$ cat src/rtl/axi_pkg.sv
// Shared AXI definitions for the SRAM-like to AXI bridge: FSM states,
// fixed AXI field values, and the byte-strobe helper.
package axi_pkg;

    typedef enum logic [2:0] {
        IDLE,
        RD_ADDR,
        RD_DATA,
        WR_ADDR,
        WR_RESP
    } state_t;

    localparam logic [1:0] BURST_INCR = 2'b01;
    localparam logic [7:0] LEN_SINGLE = 8'd0;
    localparam logic [3:0] ID_INST    = 4'd0;
    localparam logic [3:0] ID_DATA    = 4'd1;

    // Size 3 is not a legal SRAM-like transfer; it falls back to a full word.
    function automatic logic [3:0] size_to_wstrb(input logic [1:0] size,
                                                 input logic [1:0] addr_lo);
        logic [3:0] strb;
        case (size)
            2'd0:    strb = 4'b0001 << addr_lo;
            2'd1:    strb = 4'b0011 << {addr_lo[1], 1'b0};
            default: strb = 4'b1111;
        endcase
        return strb;
    endfunction

endpackage

$ cat src/rtl/sramlike_axi_bridge.sv
// Merges the instruction and data SRAM-like buses onto one AXI master port,
// one single-beat transaction in flight at a time.
module sramlike_axi_bridge
    import axi_pkg::*;
#(
    parameter int unsigned DATA_PRIO = 1
) (
    input  logic        clk,
    input  logic        reset,

    input  logic        inst_req,
    input  logic        inst_wr,
    input  logic [1:0]  inst_size,
    input  logic [31:0] inst_addr,
    input  logic [31:0] inst_wdata,
    output logic [31:0] inst_rdata,
    output logic        inst_addr_ok,
    output logic        inst_data_ok,

    input  logic        data_req,
    input  logic        data_wr,
    input  logic [1:0]  data_size,
    input  logic [31:0] data_addr,
    input  logic [31:0] data_wdata,
    output logic [31:0] data_rdata,
    output logic        data_addr_ok,
    output logic        data_data_ok,

    output logic [3:0]  arid,
    output logic [31:0] araddr,
    output logic [7:0]  arlen,
    output logic [2:0]  arsize,
    output logic [1:0]  arburst,
    output logic [1:0]  arlock,
    output logic [3:0]  arcache,
    output logic [2:0]  arprot,
    output logic        arvalid,
    input  logic        arready,

    input  logic [3:0]  rid,
    input  logic [31:0] rdata,
    input  logic [1:0]  rresp,
    input  logic        rlast,
    input  logic        rvalid,
    output logic        rready,

    output logic [3:0]  awid,
    output logic [31:0] awaddr,
    output logic [7:0]  awlen,
    output logic [2:0]  awsize,
    output logic [1:0]  awburst,
    output logic [1:0]  awlock,
    output logic [3:0]  awcache,
    output logic [2:0]  awprot,
    output logic        awvalid,
    input  logic        awready,

    output logic [3:0]  wid,
    output logic [31:0] wdata,
    output logic [3:0]  wstrb,
    output logic        wlast,
    output logic        wvalid,
    input  logic        wready,

    input  logic [3:0]  bid,
    input  logic [1:0]  bresp,
    input  logic        bvalid,
    output logic        bready
);

    state_t      state, state_n;
    logic        owner_q;
    logic        wr_q;
    logic [1:0]  size_q;
    logic [31:0] addr_q;
    logic [31:0] wdata_q;
    logic        aw_done, aw_done_n;
    logic        w_done, w_done_n;

    logic        data_pick, inst_pick;
    logic        grant;
    logic        grant_wr;
    logic        xfer_done;

    // Responses carry no information the bridge acts on: one transaction
    // in flight makes the IDs redundant and errors are not reported.
    logic unused_resp;
    assign unused_resp = ^{rid, rresp, rlast, bid, bresp};

    always_comb begin
        if (DATA_PRIO != 0) begin
            data_pick = data_req;
            inst_pick = inst_req & ~data_req;
        end else begin
            data_pick = data_req & ~inst_req;
            inst_pick = inst_req;
        end
    end

    assign grant_wr = data_pick ? data_wr : inst_wr;

    always_ff @(posedge clk) begin
        if (reset) begin
            state   <= IDLE;
            owner_q <= 1'b0;
            wr_q    <= 1'b0;
            size_q  <= '0;
            addr_q  <= '0;
            wdata_q <= '0;
            aw_done <= 1'b0;
            w_done  <= 1'b0;
        end else begin
            state   <= state_n;
            aw_done <= aw_done_n;
            w_done  <= w_done_n;
            if (grant) begin
                owner_q <= data_pick;
                wr_q    <= grant_wr;
                size_q  <= data_pick ? data_size  : inst_size;
                addr_q  <= data_pick ? data_addr  : inst_addr;
                wdata_q <= data_pick ? data_wdata : inst_wdata;
            end
        end
    end

    always_comb begin
        state_n      = state;
        aw_done_n    = aw_done;
        w_done_n     = w_done;
        grant        = 1'b0;
        xfer_done    = 1'b0;
        inst_addr_ok = 1'b0;
        data_addr_ok = 1'b0;
        arvalid      = 1'b0;
        rready       = 1'b0;
        awvalid      = 1'b0;
        wvalid       = 1'b0;
        bready       = 1'b0;

        case (state)
            IDLE: begin
                if (!reset) begin
                    data_addr_ok = data_pick;
                    inst_addr_ok = inst_pick;
                    grant        = data_pick | inst_pick;
                end
                if (grant) begin
                    state_n = grant_wr ? WR_ADDR : RD_ADDR;
                end
            end
            RD_ADDR: begin
                arvalid = 1'b1;
                if (arready) begin
                    state_n = RD_DATA;
                end
            end
            RD_DATA: begin
                rready = 1'b1;
                if (rvalid) begin
                    xfer_done = 1'b1;
                    state_n   = IDLE;
                end
            end
            WR_ADDR: begin
                // AW and W complete independently; the flags remember which
                // handshake already happened so its valid stays low.
                awvalid   = ~aw_done;
                wvalid    = ~w_done;
                aw_done_n = aw_done | awready;
                w_done_n  = w_done | wready;
                if (aw_done_n && w_done_n) begin
                    aw_done_n = 1'b0;
                    w_done_n  = 1'b0;
                    state_n   = WR_RESP;
                end
            end
            WR_RESP: begin
                bready = 1'b1;
                if (bvalid) begin
                    xfer_done = 1'b1;
                    state_n   = IDLE;
                end
            end
            default: begin
                state_n = IDLE;
            end
        endcase
    end

    assign inst_data_ok = xfer_done & ~owner_q & ~reset;
    assign data_data_ok = xfer_done &  owner_q & ~reset;
    assign inst_rdata   = rdata;
    assign data_rdata   = rdata;

    assign arid    = {3'b000, owner_q};
    assign araddr  = addr_q;
    assign arlen   = LEN_SINGLE;
    assign arsize  = {1'b0, size_q};
    assign arburst = BURST_INCR;
    assign arlock  = '0;
    assign arcache = '0;
    assign arprot  = '0;

    assign awid    = {3'b000, owner_q};
    assign awaddr  = addr_q;
    assign awlen   = LEN_SINGLE;
    assign awsize  = {1'b0, size_q};
    assign awburst = BURST_INCR;
    assign awlock  = '0;
    assign awcache = '0;
    assign awprot  = '0;

    assign wid   = {3'b000, owner_q};
    assign wdata = wdata_q;
    assign wstrb = wr_q ? size_to_wstrb(size_q, addr_q[1:0]) : 4'b1111;
    assign wlast = 1'b1;

endmodule

$ cat config.mk
export PLATFORM = sky130hd
export DESIGN_NAME = sramlike_axi_bridge
export DESIGN_NICKNAME = d
export VERILOG_FILES = /design/src/rtl/axi_pkg.sv /design/src/rtl/sramlike_axi_bridge.sv
export SDC_FILE = /design/constraint.sdc
export NUM_CORES = 1
export LEC_CHECK = 0
export CORE_AREA = 5 5 161 163
export DETAILED_ROUTE_END_ITERATION = 6
export DIE_AREA = 0 0 166 168
export GPL_TIMING_DRIVEN = 1
export HOLD_SLACK_MARGIN = 0.02
export PLACE_DENSITY_LB_ADDON = 0.25
export SKIP_LAST_GASP = 1
export SYNTH_ARGS = -nofsm -noshare
export SYNTH_HDL_FRONTEND = slang
export SYNTH_SLANG_ARGS = --single-unit
$ cat constraint.sdc
create_clock -name clk -period 3.2 [get_ports clk]
set_clock_uncertainty 0.1 [all_clocks]
set_input_delay 0.96 -clock clk [delete_from_list [all_inputs] [get_ports clk]]
set_output_delay 0.96 -clock clk [all_outputs]
set_load 0.02 [all_outputs]
==> impl_metrics.tcl <==
set metrics [dict create \
    ys_seq_area_frac 0.3057 \
    reg2reg_to "araddr[8]" \
    final_cell_mix "clkdlybuf4s50_1, dfxtp_1, a21oi_1, mux2i_1, conb_1" \
    drt-initial-drc-count 94 \
    ctsHtreeMaxLevel 3 \
    pin_count 418 \
    synth_compound_area_frac 0.2298 \
    postCtsSetupRepairBufs 0 \
    dp.cells 973 \
    hold_path.class "reg2reg" \
    hpwl_mm 12.36 \
    clk_path_buf_depth 2 \
    tns_ns 0 \
    fmax_mhz 320.2 \
    n_antenna_cell 0 \
    path_max_fanout 2 \
    holdWs_ns 0.4268 \
    report.final.setup_viol 0 \
    slew_headroom 0.4520 \
    path_class "in2out" \
    max-vdd-ir-drop_mv 0.1587 \
    grt_util_all_layers 0.1140 \
    pwr_density_cell_nw_per_um2 562.1 \
    status "finished clean" \
    crit_chain "clkdlybuf4s50_1 -> a22oi_1 -> nor3_1 -> dlygate4sd2_1" \
    clkLatencyLatePin_ns 0.34 \
    worstPathArrival_ns 2.06 \
    timing.rr.start "state[2]" \
    core-area_um2 24180 \
    muxShareOfSynthArea 0.1405 \
    cts_hold_buf 0 \
    numClockSinks 73 \
    hold_viol 0 \
    layout_commonest_cell "clkdlybuf4s50_1" \
    ys_async_sr_fraction 0 \
    final_util 0.2936 \
    cts_tree "built" \
    via_per_inst 4.021 \
    drive_gt1_frac 0.09337 \
    routedWlPerCell_um 16.79 \
    path_clk_slew_ns 0.06 \
    cp-start-kind "input pin" \
    die_y_um 168 \
    register_area_um2 1461 \
    synth_top_family_by_area "buffers and inverters" \
    synth.top_cells.by_area "dfxtp_1, buf_4, mux2i_1" \
    r2r_cells 5 \
    worst_pin_slew_ns 0.8219 \
    cts_made_buffers 9 \
    post-route-period-util 0.9759 \
    slew_viol_final 0 \
    row_count 57 \
    min-delay-start "wdata[20]" \
    ys_ff_latch 73 \
    num-nets-final 848 \
    crit_slowest_cell "clkdlybuf4s50_1" \
    dieArea_um2 27890 \
    synthSimpleGateAreaFrac 0.04109 \
    antenna_left 0 \
    cp.required_ns 2.14 \
    holdPathEnd "wdata[20]" \
    yosys.area.top_type_share 0.3057 \
    post_cts_resized 3 \
    place.gp.congestion 0.7390 \
    yosysWarnings 0 \
    route.detailed.drc 0 \
    synth_fa_ha_area_frac 0 \
    worstSetupEndpointType "output pin" \
    start_util 0.1977 \
    r2r_setup_slack_ns 0.84 \
    synth_edf_count 0 \
    multi_input_area_um2 2166 \
    portBuffers 258 \
    yosys_most_used_dff "dfxtp_1" \
    final_cells 988 \
    grt_pass1_vias 4181 \
    via_count 3973 \
    die_x_um 166 \
    clockRootBuffer "clkbuf_16" \
    syn_area_um2 4781 \
    firstDrtPassIters 4 \
    synth_cell_types 35 \
    period_minus_slack_ns 3.123 \
    syn2layout_area_growth_pct 48.50 \
    nFillCells 2565 \
    antenna_found_initial 0 \
    leakagePower_uw 0.002671 \
    gr-total-overflow 0 \
    grt_pass1_wl_mm 25.17 \
    synth-xor-area-share 0 \
    postSynthAreaPerCell_um2 9.106 \
    critical-path-max-stage-delay_ns 0.49 \
    hold_depth 2 \
    wl_mm 16.59 \
    yosys.area.top_type "dfxtp_1" \
    syn_inst 525 \
    grt_max_degree 69 \
    cap_violations 0 \
    grt_setup_unrepaired "no" \
]
-- cells by family (layout without fill, tap and decap cells) --
family,count (synthesis),count (layout)
simple gates,32,32
buf+inv,198,289
compound gates,153,153
mux,67,67
other cells,2,50
flops,73,73
-- cells in the mapped netlist, drive strengths merged, types with 2 or more instances --
cell type  number
a21oi          72
and2            2
nor3            4
nand2           2
or3             3
clkbuf         32
dfxtp          73
a22oi           2
a211oi         68
or4b            2
o21ai           8
buf           161
mux2i          66
nor3b           3
nor2            7
nor4            2
inv             5
conb            2
nor2b           2
-- worst max-delay path by stage --
stage | slack [ns] | from | to | cells after the start
after CTS | 0.03 | rvalid | data_data_ok | 4
after global routing | 0.01 | inst_req | inst_addr_ok | 4
after global placement | -0.23 | bvalid | data_data_ok | 4
after detailed placement | -0.24 | rvalid | data_data_ok | 4
final | 0.08 | rvalid | inst_data_ok | 4
after floorplan | 0.05 | data_req | inst_addr_ok | 3
-- registers in the layout, indices dropped and copies added, names as in the netlist --
| name | flops |
|---|---|
| araddr | 32 |
| wdata | 32 |
| state | 3 |
| size_q | 2 |
| aw_done | 1 |
| owner_q | 1 |
| w_done | 1 |
| wr_q | 1 |
-- power by group --
part           total (uW)  internal (uW)  leakage, uW  switching, uW
combinational        1550            743      0.00190            809
clock                1260            839     0.000173            418
sequential           1180           1050     0.000602            129
total                3990           2630      0.00267           1360
-- area by class of cell --
cell class,instances,share of cell area
clock buffer,10,0.03225
tap,324,0.05710
multi-input combinational,302,0.3051
timing repair buffer,269,0.3789
clock inverter,5,0.01815
inverter,5,0.002644
sequential,73,0.2059
-- per-layer routing --
layer  vias up  GRT usage  part of all wire
met5         -          0                 0
met4         0    0.03479             0.015
met3        27    0.04220             0.080
met2       206     0.1985              0.50
met1      1805     0.1306              0.41
li1       1935          -                 -
-- stage by stage --
step / area (um^2) / power [uW] / worst slack, ns
2_1_floorplan: 4961 / 2242 / 0.05193
3_3_place_gp: 6749 / 2777 / -0.2329
3_5_place_dp: 6749 / 2781 / -0.2434
4_1_cts: 7103 / 4089 / 0.03405
5_1_grt: 7099 / 4227 / 0.01431
6_report: 7099 / 3990 / 0.07728
-- critical path: cells and delay by family --
family	cells	cell delay (ns)
buffers and inverters	2	0.85
AND/OR/NAND/NOR	1	0.16
AO/OA/AOI/OAI	1	0.10
Note: power is estimated with default switching activity, not from simulation.
==> patch 1: new RTL, config.mk and constraints unchanged <==
Make the reset (`reset`) asynchronous in one clocked block.
--- a/src/rtl/sramlike_axi_bridge.sv
+++ b/src/rtl/sramlike_axi_bridge.sv
@@ -99,7 +99,7 @@
 
     assign grant_wr = data_pick ? data_wr : inst_wr;
 
-    always_ff @(posedge clk) begin
+    always_ff @(posedge clk or posedge reset) begin
         if (reset) begin
             state   <= IDLE;
             owner_q <= 1'b0;
Check against the original RTL: differs if reset is asserted again (counterexample within 4 cycles, from zero or initial values and one cycle with reset high); with reset held inactive, the same outputs for 10 cycles.
==> patch 1 against the original RTL <==
Die area did not move; design area up 3.1%; area after synthesis up 3.2%; routed wire length down 8.3%; sequential cell count stayed put; global-route usage fell by 0.99 points; maximum frequency shrank 0.99%; setup slack worse by 0.031 ns; highest routed layer unchanged; critical endpoint is now data_data_ok; hold slack got worse by 0.022 ns.
Power is not compared: it rests on default switching activity, and its combinational part moved more than twofold at a synthesized area within 25%.
==> patch 1: results <==
[placement]
place_congestion = 0.7984
hpwlAfterDp_mm = 12.14
place_area_um2 = 6963
dp.cells = 898
place_ws_ns = -0.5735

[hold_path]
worstHoldStart = "wdata[30]"
worstHoldEndpoint = "wdata[30]"
holdPathStages = 1

[worst_setup_path]
critPathLaunch = "bvalid"
rrSetupSlack_ns = 1.16
cp.arrival_ns = 2.09
crit_path_end = "data_data_ok"
r2r-end = "wdata[15]"
worstReg2RegStart = "state[2]"

[timing]
period_needed_ns = 3.154
timing.hold.ws_ns = 0.4045

[synth]
synthFlopType = "dfrtp_1"
yosys-top-cells-area = "dfrtp_1, mux2_2, buf_4, mux2_4, buf_12"
yosysWarnings = 0
avgSynthCellArea_um2 = 11.61
synth_common_cells = "buf_4, mux2_2, dfrtp_1"
ys_types = 27

[detailed_routing]
wl_met1_mm = 5.461
wire_per_inst_um = 16.67
vias = 3410
routed-wl-met3_mm = 1.707
vias_per_cell = 3.735
drt_first_iter_violations = 30

[grt]
grt_max_degree = 74
grt_usage = 0.1041
met1_usage = 0.1115
use_met2 = 0.1827
grt_pass1_vias = 3770
use_met3 = 0.04853

[clock_tree]
cts_buffers = 9
ctsResizeCount = 19

[layout]
nets = 773
drive_above_1_share = 0.2801

[outcome]
status = "finished clean"
## patch 1: cell types whose count changed in the layout (fill, tap and decap cells not counted), sizes merged, moves of 4 or more
cell    before  now
mux2i       66    6
dfxtp       73    0
dfrtp        0   73
nor3         4    0
nor2         7   14
a21oi       72    3
mux2         1  128
a211oi      68    0
## patch 1: area by class of cell
type | instances | area [um^2]
Tap cell | 324 | 405.4
Fill cell | 2471 | 16860
Sequential cell | 73 | 1827
Inverter | 7 | 27.53
Clock inverter | 6 | 116.4
Multi-Input combinational cell | 225 | 2021
Clock buffer | 9 | 225.2
Timing Repair Buffer | 269 | 2696
## patch 1: kinds of logic (layout without fill, tap and decap cells)
logic type	after synthesis	count (layout)	share of synthesized area
buf+inv	175	291	0.2619
mux	134	134	0.3164
other cells	2	50	0.001522
flops	73	73	0.3702
compound gates	16	16	0.02155
simple gates	25	25	0.02840
## patch 1: worst max-delay path: stages
cell	delay (ns)
clkdlybuf4s50_1	0.47
nand3b_1	0.13
a2111oi_2	0.32
buf_4	0.20
==> patch 2: new RTL, config.mk and constraints unchanged <==
Made on the original files. Change the parameter `DATA_PRIO` from 1 to 0.
--- a/src/rtl/sramlike_axi_bridge.sv
+++ b/src/rtl/sramlike_axi_bridge.sv
@@ -3,7 +3,7 @@
 module sramlike_axi_bridge
     import axi_pkg::*;
 #(
-    parameter int unsigned DATA_PRIO = 1
+    parameter int unsigned DATA_PRIO = 0
 ) (
     input  logic        clk,
     input  logic        reset,
Behaviour: not the same (Yosys sat finds a counterexample within 4 cycles, from zero or initial values and one cycle with reset high).
==> patch 2 against the original RTL <==
Count of clock-buffer cells in the layout shrank 1; critical endpoint is now data_addr_ok; synthesized cell count shrank 1.7%; combinational power shrank 4%; routed wire length shrank 2.8%; area after synthesis shrank 3.8%; design area shrank 3.1%; maximum frequency grew 0.14%; sequential cell count is the same; power shrank 7.0%; global-route usage shrank 0.45 points; setup slack gained 0.0043 ns.
==> patch 2: results <==
[grt]
grt_usage = 0.1095
grt_pass1_wl_mm = 24.12
grt_pass1_vias = 3956
grt_max_degree = 70

[synth]
yosysSeqAreaShare = 0.3177
yosys-top-cells-area = "dfxtp_1, buf_4, mux2i_1, a211oi_1, a21oi_1"
yosysWarnings = 0
synth_common_cells = "buf_4, dfxtp_1, a21oi_1"
ys_types = 28
avgSynthCellArea_um2 = 8.916

[detailed_routing]
drt_first_iter_violations = 157
vias = 3898
wire_per_inst_um = 16.41
vias_per_cell = 3.965

[clock_tree]
cts-htree-levels = 3
cts_buffer_depth = 2
holdBufCountCts = 0

[placement]
hpwlAfterDp_mm = 12.13
place_congestion = 0.7430
dp.cells = 967
place_area_um2 = 6580

[layout]
nets = 842
drive_above_1_share = 0.05311
nFillCells = 2594
finish.utilization = 0.2844

[worst_setup_path]
worstRegToRegCells = 6
cp_max_fo = 3
rrSetupSlack_ns = 0.78
slowest_stage = "clkdlybuf4s50_1"
critPathLaunch = "inst_req"
r2r-end = "araddr[1]"
max_stage_delay_ns = 0.44

[power_and_ir_drop]
switching_power_mw = 1.329
peakVddDrop_v = 0.0002207
leakage_nw = 2.742

[outcome]
status = "finished clean"

[hold_path]
worstHoldStart = "wdata[18]"
worstHoldEndpoint = "wdata[18]"

[flow_run]
maxCapViolations = 0

[timing]
worst_pin_slew_ns = 0.8016
patch 2: logic make-up (layout without fill, tap and decap cells):
family,after synthesis,count (layout),synth area share
buffers and inverters,194,289,0.2910
AOI/OAI and AO/OA,148,148,0.2002
DFF,73,73,0.3176
muxes,67,67,0.1458
and+or+nand+nor,32,32,0.04379
other,2,50,0.001632
patch 2: stage by stage:
stage / setup slack [ns] / hold slack, ns
2_1_floorplan: 0.1816 / 0.3901
3_3_place_gp: -0.2114 / 0.4090
3_5_place_dp: -0.2027 / 0.4163
4_1_cts: 0.06948 / 0.4240
5_1_grt: 0.009510 / 0.4373
6_report: 0.08158 / 0.4192
patch 2: routing by layer:
metal | part of all wire | vias to the layer above | global-route usage
met4 | 0.029 | 0 | 0.04986
met2 | 0.49 | 190 | 0.1871
met5 | 0 | - | 0
met3 | 0.080 | 39 | 0.03470
li1 | - | 1905 | -
met1 | 0.40 | 1764 | 0.1253
patch 2: worst min-delay path, stage by stage, from the launching register on:
cell	delay, ns
dfxtp_1	0.31
a21oi_1	0.11
a211oi_1	0.06
patch 2: worst max path at each step:
stage,end,depth (start not counted),slack (ns)
after floorplan,inst_data_ok,4,0.18
after global placement,data_addr_ok,4,-0.21
after detailed placement,inst_data_ok,4,-0.20
after CTS,data_addr_ok,4,0.07
after global routing,inst_data_ok,4,0.01
final,data_addr_ok,4,0.08
patch 2: power by group through the flow:
stage | Combinational [mW] | Sequential (mW) | Clock (mW)
after global routing | 1.59 | 1.20 | 1.14
after detailed placement | 1.50 | 1.19 | 0
after floorplan | 0.870 | 1.32 | 0
after global placement | 1.51 | 1.19 | 0
final | 1.49 | 1.17 | 1.05
after CTS | 1.50 | 1.18 | 1.11
patch 2: final cells by class:
class	count	share of cell area
clock buffers	9	0.03275
clock inverters	7	0.01110
inverters	1	0.0005459
multi-input cells	297	0.2893
flip-flops and latches	73	0.2125
well taps	324	0.05895
repair buffers	272	0.3948
patch 2: what timing repair did:
item                                   in CTS  in global routing
setup endpoints to repair                   4                  0
endpoints found under the hold margin       0                  0
resized for setup                           4                  0
